**src/rtl/apb2mem_pkg.sv**
```systemverilog
// apb2mem_pkg
//   Shared definitions for the APB4-to-native-memory bridge:
//   - state_e                : bridge FSM state encoding
//   - TIMEOUT_CYCLES_DEFAULT : default memory wait budget
//   - addr_in_range()        : inclusive unsigned window check
package apb2mem_pkg;

    typedef enum logic [1:0] {
        ST_IDLE = 2'd0,
        ST_REQ  = 2'd1,
        ST_RESP = 2'd2
    } state_e;

    localparam int unsigned TIMEOUT_CYCLES_DEFAULT = 255;

    // The window bounds arrive as function arguments so a zero lower bound
    // does not turn the comparison into a constant expression.
    function automatic logic addr_in_range(input logic [31:0] addr,
                                           input logic [31:0] lo,
                                           input logic [31:0] hi);
        return (addr >= lo) && (addr <= hi);
    endfunction

endpackage

```
**src/rtl/apb2mem.sv**
```systemverilog
// apb2mem
//   APB4 completer that forwards each transfer as a single native memory
//   request. Only one transfer is in flight at a time. Addresses outside
//   [ADDR_LO, ADDR_HI] are answered with PSLVERR and never reach memory.
//   A memory request that sees no mem_ready_i for TIMEOUT_CYCLES cycles is
//   withdrawn and answered with PSLVERR.
//
// Ports
//   clk_i, rst_n_i                 clock, synchronous active-low reset
//   apb_p*_i                       APB4 request (pprot is accepted, unused)
//   apb_pready_o/prdata_o/pslverr_o  APB4 response
//   mem_valid_o/addr_o/wdata_o/wstrb_o  memory request (wstrb 0 = read)
//   mem_rdata_i, mem_ready_i       memory response
//   dbg_state_o                    current FSM state
//
// Handshake: the memory request is held (valid, addr, wdata, wstrb all
// stable) from the cycle mem_valid_o rises until a cycle in which
// mem_ready_i is sampled high; that cycle completes the request.
module apb2mem
    import apb2mem_pkg::*;
#(
    parameter logic [31:0] ADDR_LO        = 32'h0000_0000,
    parameter logic [31:0] ADDR_HI        = 32'hFFFF_FFFF,
    parameter int unsigned TIMEOUT_CYCLES = TIMEOUT_CYCLES_DEFAULT
) (
    input  logic        clk_i,
    input  logic        rst_n_i,
    input  logic [31:0] apb_paddr_i,
    input  logic [2:0]  apb_pprot_i,
    input  logic        apb_psel_i,
    input  logic        apb_penable_i,
    input  logic        apb_pwrite_i,
    input  logic [31:0] apb_pwdata_i,
    input  logic [3:0]  apb_pstrb_i,
    output logic        apb_pready_o,
    output logic [31:0] apb_prdata_o,
    output logic        apb_pslverr_o,
    output logic        mem_valid_o,
    output logic [31:0] mem_addr_o,
    output logic [31:0] mem_wdata_o,
    output logic [3:0]  mem_wstrb_o,
    input  logic [31:0] mem_rdata_i,
    input  logic        mem_ready_i,
    output state_e      dbg_state_o
);

    localparam int unsigned      CNT_W    = $clog2(TIMEOUT_CYCLES + 1);
    localparam logic [CNT_W-1:0] CNT_LAST = CNT_W'(TIMEOUT_CYCLES - 1);

    state_e            state_q, state_d;
    logic [31:0]       addr_q, addr_d;
    logic [31:0]       wdata_q, wdata_d;
    logic [3:0]        wstrb_q, wstrb_d;
    logic [31:0]       rdata_q, rdata_d;
    logic              err_q, err_d;
    logic              valid_q, valid_d;
    logic [CNT_W-1:0]  cnt_q, cnt_d;

    logic setup_phase;
    logic access_phase;
    logic unused_pprot;

    assign setup_phase  = apb_psel_i && !apb_penable_i;
    assign access_phase = apb_psel_i && apb_penable_i;
    assign unused_pprot = ^apb_pprot_i;

    always_comb begin
        state_d = state_q;
        addr_d  = addr_q;
        wdata_d = wdata_q;
        wstrb_d = wstrb_q;
        rdata_d = rdata_q;
        err_d   = err_q;
        valid_d = valid_q;
        cnt_d   = cnt_q;

        case (state_q)
            ST_IDLE: begin
                cnt_d = '0;
                if (setup_phase) begin
                    addr_d  = apb_paddr_i;
                    wdata_d = apb_pwdata_i;
                    wstrb_d = apb_pwrite_i ? apb_pstrb_i : 4'b0000;
                    rdata_d = '0;
                    if (addr_in_range(apb_paddr_i, ADDR_LO, ADDR_HI)) begin
                        err_d   = 1'b0;
                        valid_d = 1'b1;
                        state_d = ST_REQ;
                    end else begin
                        // Decode error: answer directly, memory never sees it.
                        err_d   = 1'b1;
                        state_d = ST_RESP;
                    end
                end
            end

            ST_REQ: begin
                // Ready is checked first so it wins over a same-cycle timeout.
                if (mem_ready_i) begin
                    rdata_d = (wstrb_q == 4'b0000) ? mem_rdata_i : 32'h0;
                    err_d   = 1'b0;
                    valid_d = 1'b0;
                    state_d = ST_RESP;
                end else if (cnt_q == CNT_LAST) begin
                    rdata_d = '0;
                    err_d   = 1'b1;
                    valid_d = 1'b0;
                    state_d = ST_RESP;
                end else begin
                    cnt_d = cnt_q + CNT_W'(1);
                end
            end

            ST_RESP: begin
                // Deselect discards the result; an access phase consumes it.
                // A setup phase here is neither answered nor queued.
                if (!apb_psel_i || apb_penable_i) begin
                    state_d = ST_IDLE;
                end
            end

            default: begin
                state_d = ST_IDLE;
                valid_d = 1'b0;
            end
        endcase
    end

    always_ff @(posedge clk_i) begin
        if (!rst_n_i) begin
            state_q <= ST_IDLE;
            addr_q  <= '0;
            wdata_q <= '0;
            wstrb_q <= '0;
            rdata_q <= '0;
            err_q   <= 1'b0;
            valid_q <= 1'b0;
            cnt_q   <= '0;
        end else begin
            state_q <= state_d;
            addr_q  <= addr_d;
            wdata_q <= wdata_d;
            wstrb_q <= wstrb_d;
            rdata_q <= rdata_d;
            err_q   <= err_d;
            valid_q <= valid_d;
            cnt_q   <= cnt_d;
        end
    end

    assign apb_pready_o  = (state_q == ST_RESP) && access_phase;
    assign apb_prdata_o  = apb_pready_o ? rdata_q : 32'h0;
    assign apb_pslverr_o = apb_pready_o && err_q;

    assign mem_valid_o = valid_q;
    assign mem_addr_o  = addr_q;
    assign mem_wdata_o = wdata_q;
    assign mem_wstrb_o = wstrb_q;
    assign dbg_state_o = state_q;

endmodule

```
**config.mk**
```make
export PLATFORM = sky130hd
export DESIGN_NAME = apb2mem
export DESIGN_NICKNAME = d
export VERILOG_FILES = /design/src/rtl/apb2mem_pkg.sv /design/src/rtl/apb2mem.sv
export SDC_FILE = /design/constraint.sdc
export NUM_CORES = 1
export LEC_CHECK = 0
export BUFFER_PORTS_ARGS = -buffer_cell sky130_fd_sc_hd__buf_2
export CORE_UTILIZATION = 30
export CTS_CLUSTER_SIZE = 28
export DETAILED_ROUTE_END_ITERATION = 7
export GPL_ROUTABILITY_DRIVEN = 0
export PLACE_DENSITY_LB_ADDON = 0.25
export SLEW_MARGIN = 20
export SYNTH_ARGS = -nofsm -noshare
export SYNTH_HDL_FRONTEND = slang
export SYNTH_SLANG_ARGS = --single-unit
export TNS_END_PERCENT = 20
```
**constraint.sdc**
```tcl
create_clock -name clk_i -period 2 [get_ports clk_i]
set_clock_uncertainty 0.1 [all_clocks]
set_input_delay 0.2 -clock clk_i [delete_from_list [all_inputs] [get_ports clk_i]]
set_output_delay 0.2 -clock clk_i [all_outputs]
set_load 0.01 [all_outputs]
```
==> results of run 1 <==
==> kinds of logic after synthesis <==
family / count (synthesis)
buffers and inverters: 40
AO/OA/AOI/OAI: 125
adder cells (fa/ha/maj): 2
AND/OR/NAND/NOR: 216
multiplexers: 3
flip-flops: 112
==> flip-flops by register name, summed over array words and instances, names as in the netlist <==
| register | count |
|---|---|
| mem_wdata_o | 32 |
| err_q | 1 |
| rdata_q | 32 |
| mem_wstrb_o | 4 |
| mem_valid_o | 1 |
| mem_addr_o | 32 |
| dbg_state_o | 2 |
| cnt_q | 8 |
==> Yosys cell counts (3+ instances only) <==
| cell | count |
|---|---|
| or4_1 | 5 |
| nor2b_1 | 3 |
| a21oi_1 | 78 |
| nand2b_1 | 3 |
| buf_4 | 4 |
| inv_1 | 3 |
| nand3_1 | 11 |
| nand4_1 | 3 |
| buf_6 | 3 |
| clkbuf_8 | 3 |
| o21ai_0 | 6 |
| dfxtp_1 | 112 |
| buf_2 | 5 |
| nand2_1 | 139 |
| and2_1 | 34 |
| clkbuf_1 | 22 |
| nor2_1 | 5 |
| a22o_1 | 32 |
==> worst max-delay path: stages, from the launching register on <==
cell and delay [ns]:
dfxtp_2 0.37, inv_1 0.16, and4_1 0.23, buf_8 0.19, and2_1 0.15, buf_2 0.13
==> final cells by class <==
type                            count  area [um2]
Fill cell                        1316        7182
Sequential cell                   112        2243
Timing Repair Buffer              320        2172
Multi-Input combinational cell    346        1861
Clock buffer                       12       256.5
Tap cell                          180       225.2
Clock inverter                      4       37.54
Inverter                            3       11.26
==> routing by layer <==
| metal | GRT usage (%) | share of wire, % |
|---|---|---|
| met1 | 20.17 | 43 |
| met2 | 28.04 | 47 |
| met3 | 6.367 | 9.0 |
| met4 | 6.867 | 1.9 |
| met5 | 0 | 0 |
==> path summary, 6_finish.rpt <==
check                  start  cells after the start                to
max reg2reg         cnt_q[3]                      5       rdata_q[27]
max           dbg_state_o[0]                      5  apb_prdata_o[30]
min reg2reg   mem_addr_o[16]                      2    mem_addr_o[16]
min          apb_paddr_i[10]                      3    mem_addr_o[10]
==> timing repair <==
item                                    4_1_cts  5_1_grt
endpoints found under the setup margin       33       33
endpoints found under the hold margin        95        0
gates resized for setup                       1        2
hold buffers                                 95        0
==> where the power goes <==
| group | switching (uW) | leakage [uW] | internal, uW | total, uW |
|---|---|---|---|---|
| combinational | 302 | 0.00203 | 336 | 638 |
| sequential | 44.2 | 0.000911 | 2310 | 2360 |
| clock | 833 | 0.000145 | 931 | 1760 |
==> metrics by stage <==
step                hold WS [ns]  util [%]  cells  total power (uW)
floorplan                 0.2255         -    498              2656
global placement          0.3134     39.70    866              2883
detailed placement        0.3124     39.70    866              2894
CTS                     0.009274     48.60    977              4849
global route            0.006989     48.66    977              5006
finish                   0.02348     48.66    977              4758
==> results.json, run 1 <==
{
  "status": "completed",
  "cts_tree": "done",
  "fin_crit_sh_pct": 93.98,
  "async_flop_share_pct": 0,
  "synth_top_family_by_area": "simple AND/OR/NAND/NOR gates",
  "row_count": 43,
  "synthFlopType": "dfxtp_1",
  "synth_top_area_share_pct": 51.91,
  "pwr_density_cell_nw_per_um2": 699.0,
  "clkSinkCount": 112,
  "worst_slew_pin_slew_ns": 0.6315,
  "overflow": 0,
  "final_common_cell": "buf_2",
  "leakage_uw": 0.003086,
  "post-cts-setup-buffer-count": 0,
  "crit_type": "flip-flop to primary output",
  "htreeDepth": 3,
  "hold_viol_final": 0,
  "pin_count": 214,
  "vias": 4568,
  "synth_cells": 498,
  "cts-root-buf": "clkbuf_16",
  "synth_xor_xnor_area_share_pct": 0,
  "ys_seq_area_share_pct": 51.91,
  "start_kind": "flip-flop",
  "grt_usage_pct": 17.15,
  "wl_per_cell_um": 13.40,
  "antenna_left": 0,
  "syn_nets": 609,
  "drive_above_1_share_pct": 31.62,
  "crit_fanout": 34,
  "synth_cell_types": 40,
  "max_freq_mhz": 532.1,
  "fin_crit_ns": 1.880,
  "cap_viol_max_count": 0,
  "peakVddDrop_mv": 0.6068,
  "maxSlewHeadroom_pct": 57.90,
  "yosys_register_bits": 112,
  "antenna_found_initial": 0,
  "hp-class": "primary input to flip-flop",
  "grt_max_degree": 60,
  "grt_pass1_wl_um": 20110,
  "clk_pin_slew_worst_paths_ns": 0.08,
  "core_area_um2": 13990,
  "die-area_um2": 14880,
  "drt-vias-per-instance": 4.676,
  "avgSynthCellArea_um2": 8.673,
  "mostFrequentLayoutCells": "buf_2 (210), nand2_1 (139), dfxtp_1 (111)",
  "syn_area_um2": 4319,
  "die_x_um": 122.0,
  "slew_viol_final": 0,
  "synth_edf_count": 0,
  "ys_top_cells_by_area": "dfxtp_1 (52%), nand2_1 (12%), a21oi_1 (9.0%)",
  "syn_to_final_growth_pct": 57.59,
  "yosys.area_share.simple_pct": 23.55,
  "n_antenna_cell": 0,
  "synthAdderAreaFrac_pct": 0.5794,
  "placed_area_um2": 5553,
  "numCtsBuffers": 9,
  "drc": 0,
  "cts_max_path_buffers": 2,
  "cp-end-kind": "primary output",
  "worstPathArrival_ns": 1.58,
  "fin_tns_setup_ns": 0,
  "clock_latency_ns": 0.35,
  "dr.first_iter.drc_count": 185,
  "finalSetupViolations": 0,
  "nNetsFinal": 903,
  "yosys-mux-area-fraction_pct": 0.7242,
  "synth_compound_area_share_pct": 18.05,
  "yosys_warnings": 0,
  "io_buffers": 210,
  "postLayoutSetupSlackWorst_ns": 0.1205,
  "final_area_um2": 6807,
  "wl_um": 13090,
  "drtPass1Iterations": 6,
  "cp.required_ns": 1.70,
  "yosys.area.top_type": "dfxtp_1",
  "die-height_um": 122.0,
  "r2r_setup_slack_ns": 0.19,
  "post-dp-hpwl_um": 8276,
  "start_util_pct": 30.88,
  "rsz0062_at_grt": "no",
  "grt_pass1_vias": 4261,
  "detailedPlace.worstSlack_ns": 0.2426
}
Note: power is estimated with default switching activity, not from simulation.
==> run 2: changes to the inputs <==
--- a/config.mk
+++ b/config.mk
@@ -11,6 +11,7 @@
 export DETAILED_ROUTE_END_ITERATION = 7
 export GPL_ROUTABILITY_DRIVEN = 0
 export PLACE_DENSITY_LB_ADDON = 0.25
+export SETUP_SLACK_MARGIN = 0.2
 export SLEW_MARGIN = 20
 export SYNTH_ARGS = -nofsm -noshare
 export SYNTH_HDL_FRONTEND = slang
==> results.json, run 2 (synthesized netlist as in run 1, its figures left out) <==
{
  "leakage_uw": 0.003112,
  "dr.first_iter.drc_count": 181,
  "multi_input_area_um2": 1876,
  "cts_tree": "done",
  "final_common_cell": "buf_2",
  "slowest_delay_ns": 0.53,
  "antenna_left": 0,
  "die-area_um2": 14880,
  "cts-root-buf": "clkbuf_16",
  "n_antenna_cell": 0,
  "io_buffers": 210,
  "crit_type": "flip-flop to flip-flop",
  "pwr_density_cell_nw_per_um2": 692.8,
  "peakVddDrop_mv": 0.6079,
  "mostFrequentLayoutCells": "buf_2 (210), nand2_1 (139), dfxtp_1 (109)",
  "worstReg2RegStart": "dbg_state_o[0]",
  "maxSlewHeadroom_pct": 58.12,
  "nFillCells": 1308,
  "core_area_um2": 13990,
  "worst_slew_pin_slew_ns": 0.6282,
  "cap_viol_max_count": 0,
  "overflow": 0,
  "hold_viol_final": 0,
  "wl_um": 13270,
  "worstPathArrival_ns": 1.86,
  "finalSetupViolations": 0,
  "vias": 4579,
  "nNetsFinal": 906,
  "r2r_end": "mem_addr_o[6]",
  "max_freq_mhz": 573.3,
  "status": "completed",
  "fin_crit_ns": 1.744,
  "grt_pass1_vias": 4299,
  "seqCellArea_um2": 2248,
  "min_path_cells": 3,
  "grt_max_degree": 60,
  "final_area_um2": 6877,
  "r2r_setup_slack_ns": 0.26,
  "fin_tns_setup_ns": 0,
  "clk_pin_slew_worst_paths_ns": 0.08,
  "wl_per_cell_um": 13.54,
  "grt_usage_pct": 17.35,
  "post-dp-hpwl_um": 8276,
  "holdPathEnd": "mem_addr_o[10]",
  "drc": 0,
  "placed_area_um2": 5553,
  "cp-end-kind": "flip-flop",
  "hp-class": "primary input to flip-flop",
  "clkSinkCount": 112,
  "pin_count": 214,
  "ff2ff_path_depth": 5,
  "htreeDepth": 3,
  "cp_common_cell": "buf_4",
  "fin_crit_sh_pct": 87.22,
  "grt_pass1_wl_um": 20370,
  "clock_latency_ns": 0.35,
  "drt-vias-per-instance": 4.672,
  "die_x_um": 122.0,
  "syn_to_final_growth_pct": 59.21,
  "path_cells": "buf_4, or3_2, buf_4, nand2_1, a21oi_1",
  "crit_family": "simple AND/OR/NAND/NOR gates",
  "slowest_stage": "or3_2",
  "drive_above_1_share_pct": 32.50,
  "rsz0062_at_grt": "yes",
  "crit_buf_inv": 2,
  "numCtsBuffers": 9,
  "start_util_pct": 30.88,
  "start_kind": "flip-flop",
  "die-height_um": 122.0,
  "crit_fanout": 33,
  "row_count": 43,
  "min-delay-start": "apb_paddr_i[10]",
  "cts_max_path_buffers": 2,
  "antenna_found_initial": 0,
  "slew_viol_final": 0,
  "drtPass1Iterations": 4,
  "cp.required_ns": 2.11
}
==> run 2: cell count changes in the layout (fill, tap and decap cells not counted), sizes merged <==
cell  previous run  this run
buf            225       228
==> run 2: routing by layer <==
layer	share of wire (%)	vias up	track usage [%]
met2	47	177	28.99
met1	43	2100	20.14
met5	0	-	0
li1	-	2280	-
met4	1.9	0	6.867
met3	7.8	22	6.086
==> run 2: layout make-up <==
class,instances,area share (%)
sequential,112,32.70
timing repair buffer,323,32.28
multi-input combinational,346,27.27
clock buffer,12,3.730
tap,180,3.275
clock inverter,4,0.5459
inverter,3,0.2001
==> run 2: how the worst max path moves through the flow <==
stage,from,to,cells after the start
floorplan,dbg_state_o[0],apb_prdata_o[22],5
global placement,cnt_q[0],rdata_q[9],7
detailed placement,cnt_q[0],rdata_q[27],7
CTS,cnt_q[3],rdata_q[27],5
global route,dbg_state_o[0],mem_addr_o[17],5
finish,dbg_state_o[0],mem_addr_o[6],5
==> run 2: report_power, final <==
group	switching (uW)	internal, uW	leakage [uW]
Sequential	43.1	2310	0.000912
Clock	833	931	0.000145
Combinational	306	340	0.00205
==> run 2: stage by stage <==
step	util, %	total power (uW)	setup slack, ns	hold WS, ns	instances
2_1_floorplan	-	2656	0.3090	0.2255	498
3_3_place_gp	39.70	2883	0.2766	0.3134	866
3_5_place_dp	39.70	2894	0.2426	0.3124	866
4_1_cts	49.01	4853	0.2134	0.009274	979
5_1_grt	49.16	5011	0.1789	0.006989	980
6_report	49.16	4764	0.2557	0.02537	980
==> run 2: timing repair <==
action / in CTS / in global routing
hold buffers: 95 / 0
setup endpoints to repair: 34 / 48
resized for setup: 11 / 3
cloned: 1 / 0
buffers inserted: 1 / 1
pin swaps: 0 / 2
endpoints found under the hold margin: 95 / 0
==> run 2: worst reg2reg max path, stage by stage, from the launching register on <==
cell and delay, ns:
dfxtp_4 0.35, buf_4 0.16, or3_2 0.53, buf_4 0.27, nand2_1 0.14, a21oi_1 0.07
